### src/rtl/bcd_countdown_timer_if.sv
`default_nettype none
// ============================================================================
//  Module      : bcd_countdown_timer_if
//  Description : Control and status bundle for the BCD countdown timer.
//                The master side drives the tick, load and run controls.
//                The slave side (the timer) returns the count and status.
//  Revision    : 1.0 - initial release
// ============================================================================
interface bcd_countdown_timer_if;
    logic       tick_in;
    logic       load;
    logic [7:0] load_min;
    logic [7:0] load_sec;
    logic       start;
    logic       pause;
    logic [7:0] min_bcd;
    logic [7:0] sec_bcd;
    logic       running;
    logic       done;
    logic       tick_seen;
    logic       load_err;

    modport master (
        output tick_in, load, load_min, load_sec, start, pause,
        input  min_bcd, sec_bcd, running, done, tick_seen, load_err
    );

    modport slave (
        input  tick_in, load, load_min, load_sec, start, pause,
        output min_bcd, sec_bcd, running, done, tick_seen, load_err
    );
endinterface
`default_nettype wire

### src/rtl/bcd_countdown_timer.sv
`default_nettype none
// ============================================================================
//  Module      : bcd_countdown_timer
//  Description : BCD minutes:seconds countdown.  The slow tick from the
//                divider is synchronized and edge-detected as data, and each
//                rising edge decrements the count while running.
//  Revision    : 1.0 - initial release
// ============================================================================
module bcd_countdown_timer #(
    parameter int         SYNC_STAGES = 2,      // must be 2 or more
    parameter logic [7:0] MAX_MIN     = 8'h59
) (
    input  logic                  clk,
    input  logic                  rst,
    bcd_countdown_timer_if.slave  bus
);

    typedef enum logic [1:0] {
        ST_IDLE   = 2'd0,
        ST_RUN    = 2'd1,
        ST_PAUSED = 2'd2,
        ST_DONE   = 2'd3
    } state_t;

    state_t                   r_state_q,     w_state_d;
    logic [7:0]               r_min_q,       w_min_d;
    logic [7:0]               r_sec_q,       w_sec_d;
    logic [SYNC_STAGES-1:0]   r_sync_q,      w_sync_d;
    logic                     r_prev_q,      w_prev_d;
    logic                     r_running_q,   w_running_d;
    logic                     r_done_q,      w_done_d;
    logic                     r_tick_seen_q, w_tick_seen_d;
    logic                     r_load_err_q,  w_load_err_d;

    logic                     w_tick_edge;
    logic                     w_load_ok;
    logic [7:0]               w_dec_min;
    logic [7:0]               w_dec_sec;
    logic                     w_dec_zero;
    logic                     w_count_zero;

    // Synchronizer shift and rising-edge detect on the slow tick
    always_comb begin
        w_sync_d      = {r_sync_q[SYNC_STAGES-2:0], bus.tick_in};
        w_prev_d      = r_sync_q[SYNC_STAGES-1];
        w_tick_edge   = r_sync_q[SYNC_STAGES-1] & ~r_prev_q;
        w_tick_seen_d = w_tick_edge;
    end

    // Load value legality: BCD digits, seconds at most 59, minutes within range
    always_comb begin
        w_load_ok = (bus.load_min[7:4] <= 4'd9) && (bus.load_min[3:0] <= 4'd9) &&
                    (bus.load_sec[3:0] <= 4'd9) && (bus.load_sec <= 8'h59) &&
                    (bus.load_min <= MAX_MIN);
    end

    // One-second BCD decrement of the current count with borrow into minutes
    always_comb begin
        w_dec_min = r_min_q;
        w_dec_sec = r_sec_q;
        if (r_sec_q[3:0] != 4'd0) begin
            w_dec_sec[3:0] = r_sec_q[3:0] - 4'd1;
        end else if (r_sec_q[7:4] != 4'd0) begin
            w_dec_sec = {r_sec_q[7:4] - 4'd1, 4'd9};
        end else if (r_min_q != 8'h00) begin
            w_dec_sec = 8'h59;
            if (r_min_q[3:0] != 4'd0) begin
                w_dec_min[3:0] = r_min_q[3:0] - 4'd1;
            end else begin
                w_dec_min = {r_min_q[7:4] - 4'd1, 4'd9};
            end
        end
        w_dec_zero   = (w_dec_min == 8'h00) && (w_dec_sec == 8'h00);
        w_count_zero = (r_min_q == 8'h00) && (r_sec_q == 8'h00);
    end

    // Control FSM: load > pause > start > tick; status flags follow next state
    always_comb begin
        w_state_d    = r_state_q;
        w_min_d      = r_min_q;
        w_sec_d      = r_sec_q;
        w_load_err_d = 1'b0;

        if (bus.load) begin
            // A load owns the whole cycle, whether accepted or rejected
            if (w_load_ok) begin
                w_min_d   = bus.load_min;
                w_sec_d   = bus.load_sec;
                w_state_d = ST_IDLE;
            end else begin
                w_load_err_d = 1'b1;
            end
        end else if (bus.pause && (r_state_q == ST_RUN)) begin
            // Any coincident tick is dropped here
            w_state_d = ST_PAUSED;
        end else if (bus.start && ((r_state_q == ST_IDLE) || (r_state_q == ST_PAUSED))) begin
            // Any coincident tick is dropped; an empty count finishes at once
            w_state_d = w_count_zero ? ST_DONE : ST_RUN;
        end else if (w_tick_edge && (r_state_q == ST_RUN)) begin
            w_min_d = w_dec_min;
            w_sec_d = w_dec_sec;
            if (w_dec_zero) begin
                w_state_d = ST_DONE;
            end
        end

        w_running_d = (w_state_d == ST_RUN);
        w_done_d    = (w_state_d == ST_DONE);
    end

    // State, count and status registers with synchronous reset
    always_ff @(posedge clk) begin
        if (rst) begin
            r_state_q     <= ST_IDLE;
            r_min_q       <= 8'h00;
            r_sec_q       <= 8'h00;
            r_sync_q      <= '0;
            r_prev_q      <= 1'b0;
            r_running_q   <= 1'b0;
            r_done_q      <= 1'b0;
            r_tick_seen_q <= 1'b0;
            r_load_err_q  <= 1'b0;
        end else begin
            r_state_q     <= w_state_d;
            r_min_q       <= w_min_d;
            r_sec_q       <= w_sec_d;
            r_sync_q      <= w_sync_d;
            r_prev_q      <= w_prev_d;
            r_running_q   <= w_running_d;
            r_done_q      <= w_done_d;
            r_tick_seen_q <= w_tick_seen_d;
            r_load_err_q  <= w_load_err_d;
        end
    end

    assign bus.min_bcd   = r_min_q;
    assign bus.sec_bcd   = r_sec_q;
    assign bus.running   = r_running_q;
    assign bus.done      = r_done_q;
    assign bus.tick_seen = r_tick_seen_q;
    assign bus.load_err  = r_load_err_q;

endmodule
`default_nettype wire

### src/flat_wrapper.sv
// flat-port wrapper written by rule: the top's interface ports become plain ports
module bcd_countdown_timer_flat 
#(
    parameter int         SYNC_STAGES = 2,                          
    parameter logic [7:0] MAX_MIN     = 8'h59
)
  (clk, rst, bus_tick_in, bus_load, bus_load_min, bus_load_sec, bus_start, bus_pause, bus_min_bcd, bus_sec_bcd, bus_running, bus_done, bus_tick_seen, bus_load_err);
  bcd_countdown_timer_if bus_i ();
  input  logic clk;
  input  logic rst;
  input wire logic [$bits(bus_i.tick_in)-1:0] bus_tick_in;
  input wire logic [$bits(bus_i.load)-1:0] bus_load;
  input wire logic [$bits(bus_i.load_min)-1:0] bus_load_min;
  input wire logic [$bits(bus_i.load_sec)-1:0] bus_load_sec;
  input wire logic [$bits(bus_i.start)-1:0] bus_start;
  input wire logic [$bits(bus_i.pause)-1:0] bus_pause;
  output wire logic [$bits(bus_i.min_bcd)-1:0] bus_min_bcd;
  output wire logic [$bits(bus_i.sec_bcd)-1:0] bus_sec_bcd;
  output wire logic [$bits(bus_i.running)-1:0] bus_running;
  output wire logic [$bits(bus_i.done)-1:0] bus_done;
  output wire logic [$bits(bus_i.tick_seen)-1:0] bus_tick_seen;
  output wire logic [$bits(bus_i.load_err)-1:0] bus_load_err;
  assign bus_i.tick_in = bus_tick_in;
  assign bus_i.load = bus_load;
  assign bus_i.load_min = bus_load_min;
  assign bus_i.load_sec = bus_load_sec;
  assign bus_i.start = bus_start;
  assign bus_i.pause = bus_pause;
  assign bus_min_bcd = bus_i.min_bcd;
  assign bus_sec_bcd = bus_i.sec_bcd;
  assign bus_running = bus_i.running;
  assign bus_done = bus_i.done;
  assign bus_tick_seen = bus_i.tick_seen;
  assign bus_load_err = bus_i.load_err;
  bcd_countdown_timer #(.SYNC_STAGES(SYNC_STAGES), .MAX_MIN(MAX_MIN)) u_core (.clk(clk), .rst(rst), .bus(bus_i));
endmodule
### config.mk
export PLATFORM = sky130hd
export DESIGN_NAME = bcd_countdown_timer_flat
export DESIGN_NICKNAME = d
export VERILOG_FILES = /design/src/rtl/bcd_countdown_timer_if.sv /design/src/rtl/bcd_countdown_timer.sv /design/src/flat_wrapper.sv
export SDC_FILE = /design/constraint.sdc
export NUM_CORES = 1
export LEC_CHECK = 0
export CORE_MARGIN = 2
export CORE_UTILIZATION = 53
export CTS_CLUSTER_SIZE = 10
export DETAILED_ROUTE_END_ITERATION = 8
export PLACE_DENSITY = 0.85
export SLEW_MARGIN = 20
export SYNTH_ARGS = -nofsm -noshare
export SYNTH_HDL_FRONTEND = slang
export SYNTH_SLANG_ARGS = --single-unit
### constraint.sdc
create_clock -name clk -period 4.8 [get_ports clk]
set_clock_uncertainty 0.05 [all_clocks]
set_input_delay 0.72 -clock clk [delete_from_list [all_inputs] [get_ports clk]]
set_output_delay 0.72 -clock clk [all_outputs]
set_load 0.005 [all_outputs]
Word-level counts from Yosys, hierarchy flattened
Cells that the tools add are included.
- register bits after elaboration: 25
- latch bits: 0
- memory bits (writable): 0
- memory bits (read-only): 0
- input bits: 22
- output and inout port bits: 20
- memories kept: 0
- $add $sub $neg: 4
- multipliers: 0
- div/mod/pow operators: 0
- order comparisons: 5
- equality and inequality tests: 7
- shifts and indexed selects: 0
- mux-type cells: 27
- bitwise gates (word level): 3
- reduce and logical (&&, ||, !) cells: 22
- operators with widths (kind ; count):
    $mux 8 ; 15
    $logic_not 8->1 ; 4
    $le 8x7->1 const B ; 2
    $mux 4 ; 4
    $sub 4x1->4 const B ; 4
    $mux 2 ; 7
    $le 4x4->1 const B ; 3
    $reduce_bool 4->1 ; 3
    $logic_and 1x1->1 ; 9
    $reduce_bool 8->1 ; 1
    $eq 2x1->1 const B ; 2
    $eq 2x2->1 const B ; 2
    $ne 2x2->1 const B ; 2
    $reduce_and 4->1 ; 1
    $logic_not 2->1 ; 1
    $ne 2x1->1 const B ; 1
    $not 1->1 ; 2
    $reduce_bool 2->1 ; 1
    $reduce_or 2->1 ; 1
    $and 1x1->1 ; 1
    $logic_or 1x1->1 ; 1
    $mux 1 ; 1

Logic depth before layout (Yosys ltp)
- depth in word-level cells: 13
- depth in mapped cells: 9
- mapped depth without buffers: 8

Worst setup path before layout
No wires, ideal clock.
- kind: register -> register
- from: register u_core.r_sec_q[0] (netlist: u_core.bus.sec_bcd[0])
- to: register u_core.r_running_q (netlist: u_core.bus.running)
- arrival time: 2.279 ns
- required time: 4.635 ns
- path slack: 2.356 ns
- cell stages (with the launch flop): 10
- path buffers: 1
- clock period less this slack: 2.444 ns
- cells stage by stage: dfxtp_1 -> inv_1 -> ha_1 -> or3b_4 -> buf_6 -> a2111oi_4 -> o2111ai_1 -> a2111oi_2 -> a21oi_2 -> and2_1
- longest elaborated chain between the ends: 11
- elaborated cells between the ends (all ways): 19
- those cells by class: add/sub: 1; eq/ne: 1; mux: 11; reduce/logical: 6
- RTL lines (what ; RTL line ; source):
    start: declaration ; bcd_countdown_timer.sv:27 ; logic [7:0] r_sec_q, w_sec_d;
    start signal: assignment ; bcd_countdown_timer.sv:126 ; r_sec_q <= w_sec_d;
    branches (longest 7 deep; another with $sub 4x1->4) ; n/a ;
    $mux 2 (*) ; bcd_countdown_timer.sv:96 ; end else if (bus.start && ((r_state_q == ST_IDLE) || (r_state_q == ST_PAUSED))) begin
    $mux 2 (*) ; bcd_countdown_timer.sv:93 ; end else if (bus.pause && (r_state_q == ST_RUN)) begin
    $mux 2 (*) ; bcd_countdown_timer.sv:84 ; if (bus.load) begin
    $eq 2x1->1 (*) ; bcd_countdown_timer.sv:107 ; w_running_d = (w_state_d == ST_RUN);
    end signal: assignment ; bcd_countdown_timer.sv:129 ; r_running_q <= w_running_d;
    end: declaration ; bcd_countdown_timer.sv:30 ; logic r_running_q, w_running_d;
Mark *: on every way between the ends.
A chain may end at the register's enable or synchronous reset.

Worst setup path after layout
- from: input port bus_load
- to: register u_core.r_min_q[5] (netlist: u_core.bus.min_bcd[5])
- longest elaborated chain between the ends: 2
- elaborated cells between the ends (all ways): 6
- those cells by class: eq/ne: 3; mux: 1; reduce/logical: 2
- RTL lines (what ; RTL line ; source):
    start: declaration ; flat_wrapper.sv:12 ; input wire logic [$bits(bus_i.load)-1:0] bus_load;
    $ne 2x1->1 (no source line), or another cell as far along ; n/a ;
    $reduce_and 4->1 (no source line) ; n/a ;
    end signal: assignment ; bcd_countdown_timer.sv:125 ; r_min_q <= w_min_d;
    end: declaration ; bcd_countdown_timer.sv:26 ; logic [7:0] r_min_q, w_min_d;
Parallel ways exist; a longest one is shown, timed or not.

==> Flow_metrics.wiki <==
{| class="wikitable"
! Metric !! Value
|-
| Run status || complete, no violations
|-
| Residual DRC || 0
|-
| Type of the worst setup path || input pin to register
|-
| Count of buffers added by post-CTS timing repair for setup || 0
|-
| Vert. Die Dim || 60.5 um
|-
| Count of routing violations after the opening detailed-route iteration || 104
|-
| Number of nets at the end of the flow || 274
|-
| Number of max-slew violations in the final report || 0
|-
| Most common cell type on the critical path || sky130_fd_sc_hd__o21ai_0
|-
| # placed instances || 287
|-
| Number of setup violations in the final report || 0
|-
| Power per standard cell area || 198 nW/um^2
|-
| Cell accounting for the most synthesized area || sky130_fd_sc_hd__dfxtp_1
|-
| DP Wirelength || 3070 um
|-
| Count of antenna diodes in the layout || 0
|-
| GPL Wtd Cong || 0.925
|-
| TritonCTS clock tree || yes
|-
| Final standard cell area without fillers || 2140 um^2
|-
| Vias post-DR || 1712
|-
| Setup repair after global routing missed its margin || false
|-
| Total clock sinks || 25
|-
| Dominant delay contributor by cell family on the critical path || compound AO/OA/AOI/OAI gates
|-
| Placed Area || 2110 um^2
|-
| Count of non-filler cells in the finished layout || 291
|-
| Placement row count || 20
|-
| Vias in the first global route || 1468
|-
| Share of synthesized registers carrying an async set or reset || 0%
|-
| Worst EP required || 4980 ps
|-
| Post-synthesis instance area || 1690 um^2
|-
| Number of enable flip-flop cells after synthesis || 0
|-
| Setup crit end kind || register
|-
| Avg Inst Size Synth || 8.06 um^2
|-
| First-pass GRT wire length || 6810 um
|-
| Largest fanout on the critical path || 18
|-
| Fill cells || 267
|-
| Maximum level of the CTS H-tree || 1
|-
| Final hold vios || 0
|-
| Max cap viols || 0
|-
| Warning count from the yosys run || 0
|-
| Post-synthesis sequential area ratio || 29.6%
|-
| Total clock buffers created by CTS || 3
|-
| Worst-case setup margin in the final layout || 1610 ps
|-
| Min Clock Period, post-route || 3190 ps
|-
| Worst-case headroom to the max-slew limit || 41.1%
|-
| Period utilization || 66.5%
|-
| Mapped Cells || 210
|-
| Post-layout utilization of the core || 70.1%
|-
| Pre-CTS setup slack || 1330 ps
|-
| Post-Synthesis Net Count || 236
|-
| Floorplan core area || 3050 um^2
|-
| Number of nets with antenna violations after detailed routing || 0
|-
| Die X || 60.5 um
|-
| Max stage delay on crit path || 890 ps
|-
| Total of flip-flops plus latches after synthesis || 25
|-
| Kind of path behind the tightest hold check || register to register
|-
| First-pass iteration count of the detailed router || 4
|-
| Number of instances resized during post-cts repair || 0
|-
| Footprint of the flip-flops and latches || 500 um^2
|-
| Layout cell share with drive strength beyond 1 || 10.1%
|-
| Max Root-Sink Buffers || 2
|-
| Routed wire length || 4160 um
|-
| Sum of negative setup slack || 0 ps
|-
| Sort of element at the start of the critical path || input pin
|-
| I/O pin count || 42
|-
| Maximum VDD drop || 95.2 uV
|-
| Pin count of the biggest net entering global routing || 25
|-
| Antenna violations before repair || 0
|-
| DIE AREA || 3660 um^2
|-
| Area of the multi-input gates || 1080 um^2
|-
| Worst-path clk slew || 150 ps
|-
| Layout Area Growth over Synthesis || 26.5%
|-
| Standard cell with the maximum stage delay on the critical path || sky130_fd_sc_hd__clkdlybuf4s50_1
|-
| Top area cells in the synthesized netlist || sky130_fd_sc_hd__dfxtp_1 30%, sky130_fd_sc_hd__nor2_1 4.9%, sky130_fd_sc_hd__o21ai_0 4.4%, sky130_fd_sc_hd__nand2_1 4.2%, sky130_fd_sc_hd__a21oi_1 4.1%
|-
| Number of distinct library cells after synthesis || 55
|-
| Quantity of I/O buffers inserted on ports || 41
|-
| Reported leakage power || 0.748 nW
|-
| Sum of buffers and inverters on the critical path || 2
|-
| Cell-by-cell listing of the critical path || clkdlybuf4s50_1, inv_1, o21ai_0, o21ai_0, a221oi_1
|-
| Initial core utilization || 55.5%
|-
| Global routing usage summed across all routing layers || 24.3%
|-
| Fmax achieved || 313 MHz
|-
| WL/cell || 14.3 um
|-
| Data arrival time of the worst path || 3380 ps
|-
| Routed via count divided by cell count || 5.88
|-
| Share of the synthesized area in the top cell type || 29.6%
|-
| Hold bufs inserted after CTS || 0
|-
| Total global routing overflow || 0
|-
| Clock latency on the worst-skew pair || 330 ps
|-
| Primary flip-flop cell chosen by synthesis mapping || sky130_fd_sc_hd__dfxtp_1
|-
| Cell chosen for the clock root || sky130_fd_sc_hd__clkbuf_4
|-
| Transition at the pin with the smallest max-transition slack || 881 ps
|}
-- synth_stat cells (2+ instances only) --
library cell,number
sky130_fd_sc_hd__a211oi_1,2
sky130_fd_sc_hd__a21oi_1,14
sky130_fd_sc_hd__a221oi_1,3
sky130_fd_sc_hd__a22oi_1,2
sky130_fd_sc_hd__a31oi_1,2
sky130_fd_sc_hd__and3_1,2
sky130_fd_sc_hd__buf_4,2
sky130_fd_sc_hd__buf_6,2
sky130_fd_sc_hd__clkbuf_1,6
sky130_fd_sc_hd__dfxtp_1,25
sky130_fd_sc_hd__ha_1,4
sky130_fd_sc_hd__inv_1,11
sky130_fd_sc_hd__mux2i_1,6
sky130_fd_sc_hd__nand2_1,19
sky130_fd_sc_hd__nand3_1,4
sky130_fd_sc_hd__nand4_1,5
sky130_fd_sc_hd__nor2_1,22
sky130_fd_sc_hd__nor2b_1,5
sky130_fd_sc_hd__nor3_1,10
sky130_fd_sc_hd__nor3b_1,3
sky130_fd_sc_hd__nor4_1,2
sky130_fd_sc_hd__o2111ai_1,2
sky130_fd_sc_hd__o211ai_1,2
sky130_fd_sc_hd__o21ai_0,15
sky130_fd_sc_hd__o22ai_1,3
sky130_fd_sc_hd__o311ai_0,3
sky130_fd_sc_hd__o31ai_1,3
sky130_fd_sc_hd__or3_1,3
sky130_fd_sc_hd__or4b_2,2
-- placed cells by master, fill, tap and decap left out, drive strengths merged, types with 3 or more instances in the layout --
cell type	netlist	final
a21oi	15	15
a221oi	3	3
buf	4	3
clkbuf	7	3
clkdlybuf4s50	0	41
dfxtp	25	25
ha	4	4
inv	11	11
mux2i	6	6
nand2	19	19
nand3	4	4
nand4	5	5
nor2	22	22
nor2b	5	5
nor3	11	11
nor3b	4	4
nor4	4	4
o21ai	15	15
o22ai	3	3
o311ai	4	4
o31ai	3	3
or3	3	3
or3b	3	3
-- worst paths after layout --
path / startpoint / to / slack [ps] / cells past startpoint
max: bus_load / u_core.bus.min_bcd[5]$_SDFFE_PP0P_ / 1610 / 5
min: u_core.r_prev_q$_SDFF_PP0_ / u_core.bus.tick_seen$_SDFF_PP0_ / 390 / 1
max reg2reg: u_core.bus.sec_bcd[0]$_SDFFE_PP0P_ / u_core.bus.running$_SDFF_PP0_ / 2080 / 8
min reg2reg: u_core.r_prev_q$_SDFF_PP0_ / u_core.bus.tick_seen$_SDFF_PP0_ / 390 / 1
-- metrics by stage --
stage | total power, mW | hold WS (ps)
2_1_floorplan | 0.289 | 340
3_3_place_gp | 0.324 | 362
3_5_place_dp | 0.325 | 361
4_1_cts | 0.423 | 384
5_1_grt | 0.444 | 406
6_report | 0.424 | 386
-- area by class of cell --
class | instances | share of cell area (%)
Clock inverter | 1 | 0.351
Clock buffer | 3 | 1.05
Timing Repair Buffer | 44 | 20.2
Sequential cell | 25 | 23.4
Inverter | 11 | 1.93
Tap cell | 44 | 2.57
Multi-Input combinational cell | 163 | 50.5
-- flip-flops by register name, indices dropped and copies added (netlist names) --
name,cells
u_core.bus.load_err,1
u_core.r_sync_q,2
u_core.bus.tick_seen,1
u_core.r_state_q,2
u_core.bus.sec_bcd,8
u_core.bus.done,1
u_core.r_prev_q,1
u_core.bus.running,1
u_core.bus.min_bcd,8
-- power by group --
part / total, mW / switching [mW] / internal [mW]
Sequential: 0.218 / 0.00496 / 0.213
Clock: 0.101 / 0.0692 / 0.0319
Combinational: 0.105 / 0.0527 / 0.0518
Total: 0.424 / 0.127 / 0.297
-- logic make-up after synthesis --
logic type / synth area share [%]
AO/OA/AOI/OAI: 24.4
adder cells (fa/ha/maj): 2.96
buffers and inverters: 6.80
flip-flops: 29.6
multiplexers: 4.21
AND/OR/NAND/NOR: 32.1
-- metal layers --
layer | global-route usage [%] | vias to the layer above | wire [um]
met5 | 0 | - | 0
met2 | 40.1 | 57 | 2000
met3 | 2.99 | 2 | 225
met1 | 34.0 | 803 | 1910
li1 | - | 850 | -
met4 | 5.90 | 0 | 22
No activity file was read; power rests on OpenSTA's default activity.
